`src/rtl/gray_step_arbiter_pkg.sv`:
```
// Shared definitions for the Gray-step arbiter: FSM states, 3-bit Gray
// constants and the binary-to-Gray helper.
package gray_step_arbiter_pkg;

  typedef enum logic [1:0] {
    ST_IDLE  = 2'd0,
    ST_CLEAR = 2'd1,
    ST_STEP  = 2'd2,
    ST_DONE  = 2'd3
  } state_e;

  localparam logic [2:0] GRAY_0 = 3'b000;
  localparam logic [2:0] GRAY_1 = 3'b001;
  localparam logic [2:0] GRAY_2 = 3'b011;
  localparam logic [2:0] GRAY_3 = 3'b010;
  localparam logic [2:0] GRAY_4 = 3'b110;
  localparam logic [2:0] GRAY_5 = 3'b111;
  localparam logic [2:0] GRAY_6 = 3'b101;
  localparam logic [2:0] GRAY_7 = 3'b100;

  function automatic logic [2:0] bin2gray(input logic [2:0] b);
    logic [2:0] g;
    case (b)
      3'd0:    g = GRAY_0;
      3'd1:    g = GRAY_1;
      3'd2:    g = GRAY_2;
      3'd3:    g = GRAY_3;
      3'd4:    g = GRAY_4;
      3'd5:    g = GRAY_5;
      3'd6:    g = GRAY_6;
      default: g = GRAY_7;
    endcase
    return g;
  endfunction

endpackage

```
`src/rtl/gray_step_arbiter_rr_arb2.sv`:
```
// Two-input round-robin pick: a lone requester wins outright, a tie goes to
// the requester selected by ptr_i.
module rr_arb2 (
  input  logic [1:0] req_i,
  input  logic       ptr_i,
  output logic [1:0] pick_o,
  output logic       win_o
);

  always_comb begin
    win_o  = 1'b0;
    pick_o = 2'b00;
    case (req_i)
      2'b01:   win_o = 1'b0;
      2'b10:   win_o = 1'b1;
      2'b11:   win_o = ptr_i;
      default: win_o = 1'b0;
    endcase
    if (req_i != 2'b00) begin
      pick_o = win_o ? 2'b10 : 2'b01;
    end
  end

endmodule

```
`src/rtl/gray_step_arbiter.sv`:
```
// Shares one external 3-bit Gray counter between two requesters: clears it,
// steps it Len times, then checks the final count against bin2gray(Len).
module gray_step_arbiter
  import gray_step_arbiter_pkg::*;
#(
  parameter int unsigned LEN_W = 4
) (
  input  logic             Clk,
  input  logic             Reset_n,
  input  logic [1:0]       Req,
  input  logic [LEN_W-1:0] Len0,
  input  logic [LEN_W-1:0] Len1,
  output logic [1:0]       Gnt,
  output logic             Busy,
  output logic             Done,
  output logic             DoneId,
  output logic [2:0]       Result,
  output logic             Ovf,
  output logic             Mismatch,
  output logic             Cnt_Reset,
  output logic             Cnt_En,
  input  logic [2:0]       Cnt_Output,
  input  logic             Cnt_Overflow
);

  state_e           state_q;
  logic [LEN_W-1:0] len_q;
  logic [LEN_W-1:0] rem_q;
  logic             win_q;
  logic             rr_q;
  logic [1:0]       gnt_q;
  logic             busy_q;
  logic             done_q;
  logic             doneid_q;
  logic [2:0]       result_q;
  logic             ovf_q;
  logic             mis_q;
  logic             cnt_rst_q;
  logic             cnt_en_q;

  logic [1:0]       pick;
  logic             win;
  logic [LEN_W+2:0] len_ext;
  logic [2:0]       gray_exp;
  logic             ovf_exp;
  logic             mis_d;

  rr_arb2 u_rr_arb2 (
    .req_i  (Req),
    .ptr_i  (rr_q),
    .pick_o (pick),
    .win_o  (win)
  );

  // Zero-extended so the mod-8 slice and the >=8 test work for any LEN_W.
  assign len_ext  = {3'b000, len_q};
  assign gray_exp = bin2gray(len_ext[2:0]);
  assign ovf_exp  = |len_ext[LEN_W+2:3];
  assign mis_d    = (Cnt_Output != gray_exp) | (Cnt_Overflow != ovf_exp);

  always_ff @(posedge Clk or negedge Reset_n) begin
    if (!Reset_n) begin
      state_q   <= ST_IDLE;
      len_q     <= '0;
      rem_q     <= '0;
      win_q     <= 1'b0;
      rr_q      <= 1'b0;
      gnt_q     <= '0;
      busy_q    <= 1'b0;
      done_q    <= 1'b0;
      doneid_q  <= 1'b0;
      result_q  <= '0;
      ovf_q     <= 1'b0;
      mis_q     <= 1'b0;
      cnt_rst_q <= 1'b0;
      cnt_en_q  <= 1'b0;
    end else begin
      done_q <= 1'b0;
      mis_q  <= 1'b0;
      case (state_q)
        ST_IDLE: begin
          if (Req != 2'b00) begin
            state_q   <= ST_CLEAR;
            gnt_q     <= pick;
            win_q     <= win;
            len_q     <= win ? Len1 : Len0;
            rem_q     <= win ? Len1 : Len0;
            busy_q    <= 1'b1;
            cnt_rst_q <= 1'b1;
          end
        end
        ST_CLEAR: begin
          cnt_rst_q <= 1'b0;
          if (len_q != '0) begin
            cnt_en_q <= 1'b1;
            state_q  <= ST_STEP;
          end else begin
            state_q  <= ST_DONE;
          end
        end
        ST_STEP: begin
          rem_q <= rem_q - LEN_W'(1);
          if (rem_q == LEN_W'(1)) begin
            cnt_en_q <= 1'b0;
            state_q  <= ST_DONE;
          end
        end
        ST_DONE: begin
          // Counter is final during this cycle; results appear with Done.
          done_q   <= 1'b1;
          doneid_q <= win_q;
          result_q <= Cnt_Output;
          ovf_q    <= Cnt_Overflow;
          mis_q    <= mis_d;
          rr_q     <= ~win_q;
          gnt_q    <= '0;
          busy_q   <= 1'b0;
          state_q  <= ST_IDLE;
        end
        default: state_q <= ST_IDLE;
      endcase
    end
  end

  assign Gnt       = gnt_q;
  assign Busy      = busy_q;
  assign Done      = done_q;
  assign DoneId    = doneid_q;
  assign Result    = result_q;
  assign Ovf       = ovf_q;
  assign Mismatch  = mis_q;
  assign Cnt_Reset = cnt_rst_q;
  assign Cnt_En    = cnt_en_q;

endmodule

```
`config.mk`:
```
export PLATFORM = sky130hd
export DESIGN_NAME = gray_step_arbiter
export DESIGN_NICKNAME = d
export VERILOG_FILES = /design/src/rtl/gray_step_arbiter_pkg.sv /design/src/rtl/gray_step_arbiter_rr_arb2.sv /design/src/rtl/gray_step_arbiter.sv
export SDC_FILE = /design/constraint.sdc
export NUM_CORES = 1
export LEC_CHECK = 0
export CAP_MARGIN = 30
export CORE_MARGIN = 2
export CORE_UTILIZATION = 54
export DETAILED_ROUTE_END_ITERATION = 7
export GPL_ROUTABILITY_DRIVEN = 0
export PLACE_DENSITY = 0.84
export SYNTH_ARGS = -nofsm -noshare
export SYNTH_HDL_FRONTEND = slang
export SYNTH_SLANG_ARGS = --single-unit
```
`constraint.sdc`:
```
create_clock -name Clk -period 5.1 [get_ports Clk]
set_input_delay 1.02 -clock Clk [delete_from_list [all_inputs] [get_ports Clk]]
set_output_delay 1.02 -clock Clk [all_outputs]
set_load 0.05 [all_outputs]
```
; Yosys cells after proc, flatten, opt, wreduce, memory -nomap -nowiden
; Index checks and enable logic that the tools add are counted.
[op_classes]
bitwise = 2
n_reduce_logical = 14
add_sub_neg = 1
eq_ne = 17
mux = 20
[ops]
columns = cell, n
row1 = case mux 3 bit (7 select lines), 1
row2 = AND reduction 2 bit, 5
row3 = nonzero test 2 bit, 5
row4 = "== test 3 bit, second input constant", 3
row5 = "== test 2 bit, second input constant", 4
row6 = 2-to-1 mux 2 bit, 4
row7 = 2-to-1 mux 4 bit, 2
row8 = case mux 1 bit (2 select lines), 4
row9 = case mux 2 bit (4 select lines), 1
row10 = case mux 4 bit (2 select lines), 1
row11 = "== test 3 x 2 -> 1 bit, second input constant", 2
row12 = 2-to-1 mux 1 bit, 6
row13 = "inequality test 2 bit, second input constant", 3
row14 = "== test 4 x 1 -> 1 bit, second input constant", 1
row15 = case mux 2 bit (2 select lines), 1
row16 = nonzero test 4 bit, 1
row17 = "subtractor 4 x 1 -> 4 bit, second input constant", 1
row18 = "== test 3 x 1 -> 1 bit, second input constant", 1
row19 = logical NOT 3 bit, 1
row20 = inequality test 3 bit, 1
row21 = AND reduction 3 bit, 1
row22 = "== test 2 x 1 -> 1 bit, second input constant", 1
row23 = logical NOT 2 bit, 1
row24 = inequality test 1 bit, 1
row25 = other kinds (2), 2
[totals]
out_inout_bits = 12
word_cells = 68
register_bits = 24
in_bits = 16

; Depth between registers and ports, before layout
[logic_depth]
depth_word = 5
depth_mapped = 7
mapped_depth_nobuf = 6

; Cells and area by module
; A second synthesis with hierarchy kept.
[hier_totals]
cells_unflattened = 131
hier_area_um2 = 1335.0
[modules_own_cells]
columns = module, n_inst, area_each_um2, seq_area_each_um2, cells_per_inst
row1 = gray_step_arbiter, 1, 1308.8, 600.6, 127
row2 = rr_arb2, 1, 26.3, 0.0, 4

; Worst setup path before layout
; Ideal clock, no wire load.
[synth_path]
kind = input -> register
from = input port Req[0]
to = register rem_q[0]
cell_stages = 5
setup_ns = 0.136
arrival_time_ns = 2.049
path_slack_ns = 2.915
t_required_ns = 4.964
path_buffers = 1
path_cell_list = buf_4 or3b_4 and2_4 a2111oi_4 a211oi_1
[synth_between]
elab_chain_len = 5
elab_cells_between_ends = 9
classes_between = eq/ne (3) / mux (4) / reduce/logical (2)
[synth_lines]
columns = item, line
row1 = "start, declared", gray_step_arbiter.sv:10  ; input logic [1:0] Req,
row2 = == test 2 bit, gray_step_arbiter_rr_arb2.sv:13  ; case (req_i)
row3 = case mux 1 bit (2 select lines), gray_step_arbiter_rr_arb2.sv:13
row4 = 2-to-1 mux 4 bit, gray_step_arbiter.sv:87  ; rem_q <= win ? Len1 : Len0;
row5 = 2-to-1 mux 4 bit, gray_step_arbiter.sv:82  ; if (Req != 2'b00) begin
row6 = case mux 4 bit (2 select lines), gray_step_arbiter.sv:80  ; case (state_q)
row7 = "end signal, assigned", gray_step_arbiter.sv:87
row8 = "end signal, assigned", gray_step_arbiter.sv:102  ; rem_q <= rem_q - LEN_W'(1);
row9 = "end, declared", gray_step_arbiter.sv:28  ; logic [LEN_W-1:0] rem_q;
; Parallel ways exist; a longest one is shown, timed or not. The select of a mux whose other input is x is not followed.
; A chain may end at the register's enable or synchronous reset.

; Worst setup path after layout
[layout_path]
from = register cnt_en_q, in the netlist Cnt_En
to = output port Cnt_En
[layout_lines]
columns = item, line
row1 = "start, declared", gray_step_arbiter.sv:39  ; logic cnt_en_q;
row2 = "start signal, assigned", gray_step_arbiter.sv:76  ; cnt_en_q <= 1'b0;
row3 = "start signal, assigned", gray_step_arbiter.sv:95  ; cnt_en_q <= 1'b1;
row4 = "start signal, assigned", gray_step_arbiter.sv:104  ; cnt_en_q <= 1'b0;
row5 = "end, declared", gray_step_arbiter.sv:21  ; output logic Cnt_En,
; No word-level cell between the ends.

==> impl_metrics.json <==
{
  "die_x_um": 53.3,
  "die_y_um": 53.3,
  "dp_cells": 176,
  "period_minus_slack_ns": 2.55,
  "tightest_slew_ns": 0.614,
  "ys_seq_area_share_pct": 45.8,
  "place_area_um2": 1600,
  "grt_first_pass_wirelength_um": 4820,
  "worst_ep_required_time_ns": 4.08,
  "synth.area.top_cells": "dfrtp_1 (46%), ha_1 (6.7%), o21ai_0 (4.6%), mux2_2 (4.3%), nand2_1 (4.3%)",
  "drtIter0Drc": 36,
  "final_common_cell": "clkdlybuf4s50_1",
  "p_leak_nw": 0.696,
  "critPathBufInv": 1,
  "io_buffers": 27,
  "synth_edf_count": 0,
  "whs_ns": 0.491,
  "routed_wirelength_um": 2890,
  "cp-end-kind": "primary output",
  "fin_crit_sh_pct": 50.0,
  "vias": 1047,
  "fin_worst_skew_ns": 0.00406,
  "postCtsSetupBuffers": 0,
  "dpl.hpwl_um": 2220,
  "grt_overflow": 0,
  "critPathKind": "register to primary output",
  "n_antenna_cell": 0,
  "final_max_slew_viol_count": 0,
  "slew_headroom_pct": 58.7,
  "slowest_delay_ns": 0.81,
  "synth_fp_nets": 148,
  "ys_seq_elements": 24,
  "clock-sinks": 24,
  "h-tree-depth": 1,
  "cts-root-buf": "clkbuf_4",
  "grt_usage_pct": 24.4,
  "clockBufferDepth": 2,
  "row_count": 17,
  "core-area_um2": 2250,
  "synth_top_area_share_pct": 45.8,
  "drive_gt1_share_pct": 8.61,
  "cts-buffers-inserted": 3,
  "async_reset_ff_share_pct": 100,
  "vias_per_cell": 5.85,
  "grt_max_degree": 16,
  "ir_worst_vdd_mv": 0.459,
  "finalSetupTns_ns": 0,
  "start_util_pct": 58.2,
  "instances_no_fill": 179,
  "insertion_delay_ns": 0.32,
  "power_per_cell_area_nw_per_um2": 677,
  "start_kind": "register",
  "cts.clk_slew.worst_paths_ns": 0.12,
  "final_area_um2": 1620,
  "drc_errors": 0,
  "area_growth_pct": 23.6,
  "maxCapViolations": 0,
  "worstPathMaxFanout": 3,
  "yosysUniqueCellTypes": 40,
  "synth_cells": 125,
  "grt_pass1_vias": 1038,
  "ant_nets": 0,
  "crit_family": "buffers and inverters",
  "setup_viol": 0,
  "hold_viol_final": 0,
  "netlist_area_um2": 1310,
  "drt_first_pass_iters": 4,
  "yosys_warnings": 0,
  "hold_buffers": 0,
  "ys.flop_type": "dfrtp_1",
  "status": "finished, final reports clean",
  "synth_top_cell_by_area": "dfrtp_1",
  "crit_arrival_ns": 1.53,
  "nNetsFinal": 176,
  "wire_per_inst_um": 16.1,
  "layout_common_cells": "clkdlybuf4s50_1 (27), dfrtp_1 (24), nand2_1 (15), o21ai_0 (12), ha_1 (7)",
  "syn_avg_cell_area_um2": 10.5,
  "ios": 28,
  "fmax_mhz": 392,
  "rsz0062_at_grt": "false",
  "slowest_stage": "clkdlybuf4s50_1",
  "ctsResizeCount": 0,
  "fillCellCount": 190,
  "dieArea_um2": 2840,
  "cts_tree": "done",
  "cp_cell_sequence": "clkdlybuf4s50_1",
  "antenna_found_initial": 0,
  "hp-class": "register to register"
}
sequential cells by signal, indices dropped and copies added, names as in the netlist, 2 cells and up:
name / flops
len_q: 4
state_q: 2
rem_q: 4
Gnt: 2
Result: 3
metal layers:
layer  track usage, %  up-vias  routed length (um)
met4             10.3        0                  55
met3             3.67        5                 159
li1                 -      508                   -
met1             30.5      501                1170
met2             41.4       33                1500
met5                0        -                   0
power by group:
| part | leakage [nW] | switching (mW) | total (mW) | internal [mW] |
|---|---|---|---|---|
| sequential | 0.289 | 0.0797 | 0.365 | 0.286 |
| clock | 0.0138 | 0.0562 | 0.0840 | 0.0278 |
| combinational | 0.393 | 0.391 | 0.649 | 0.258 |
| total | 0.696 | 0.527 | 1.10 | 0.571 |
through the flow:
stage	power [mW]	utilization, %	worst slack, ns
global route	1.18	72.0	2.50
CTS	1.11	72.0	2.54
finish	1.10	72.0	2.55
global placement	0.990	70.3	2.43
detailed placement	1.02	71.0	2.38
floorplan	0.825	-	2.91
cells in the mapped netlist (2+ instances only):
library cell and instances:
a211oi_1 3, a21oi_1 4, a22o_1 4, a22oi_1 2, buf_2 2, dfrtp_1 24, ha_1 7, inv_1 6
mux2_2 5, mux2i_1 4, nand2_1 15, nand2b_1 2, nor2_1 4, nor3b_1 3, nor4_1 2, o21ai_0 12
xnor2_1 2, xor2_1 2
cell type report:
cell class | instances | area [um2] | area share [%]
timing repair buffer | 28 | 285 | 17.6
multi-input combinational | 90 | 657 | 40.5
clock buffer | 3 | 22.5 | 1.39
inverter | 6 | 22.5 | 1.39
sequential | 24 | 601 | 37.0
tap | 28 | 35.0 | 2.16
final timing paths:
kind	startpoint	end	slack (ns)	cells after the start
min in group asynchronous	Reset_n	state_q[1]	1.05	1
hold reg to reg	win_q	rr_q	0.49	1
setup / recovery	Cnt_En	Cnt_En	2.55	1
hold / removal	win_q	rr_q	0.49	1
setup reg to reg	state_q[0]	rem_q[0]	2.87	6
max in group asynchronous	Reset_n	DoneId	3.56	2
cells by family (layout without fill, tap and decap cells):
group | after synthesis | after routing | synth area share, %
multiplexers | 9 | 9 | 7.34
XOR/XNOR | 4 | 4 | 2.67
buffers and inverters | 11 | 37 | 4.19
AND/OR/NAND/NOR | 35 | 35 | 14.1
flip-flops | 24 | 24 | 45.8
AO/OA/AOI/OAI | 35 | 35 | 19.3
adder cells (fa/ha/maj) | 7 | 7 | 6.67
Power figures use the tool's default switching activity.
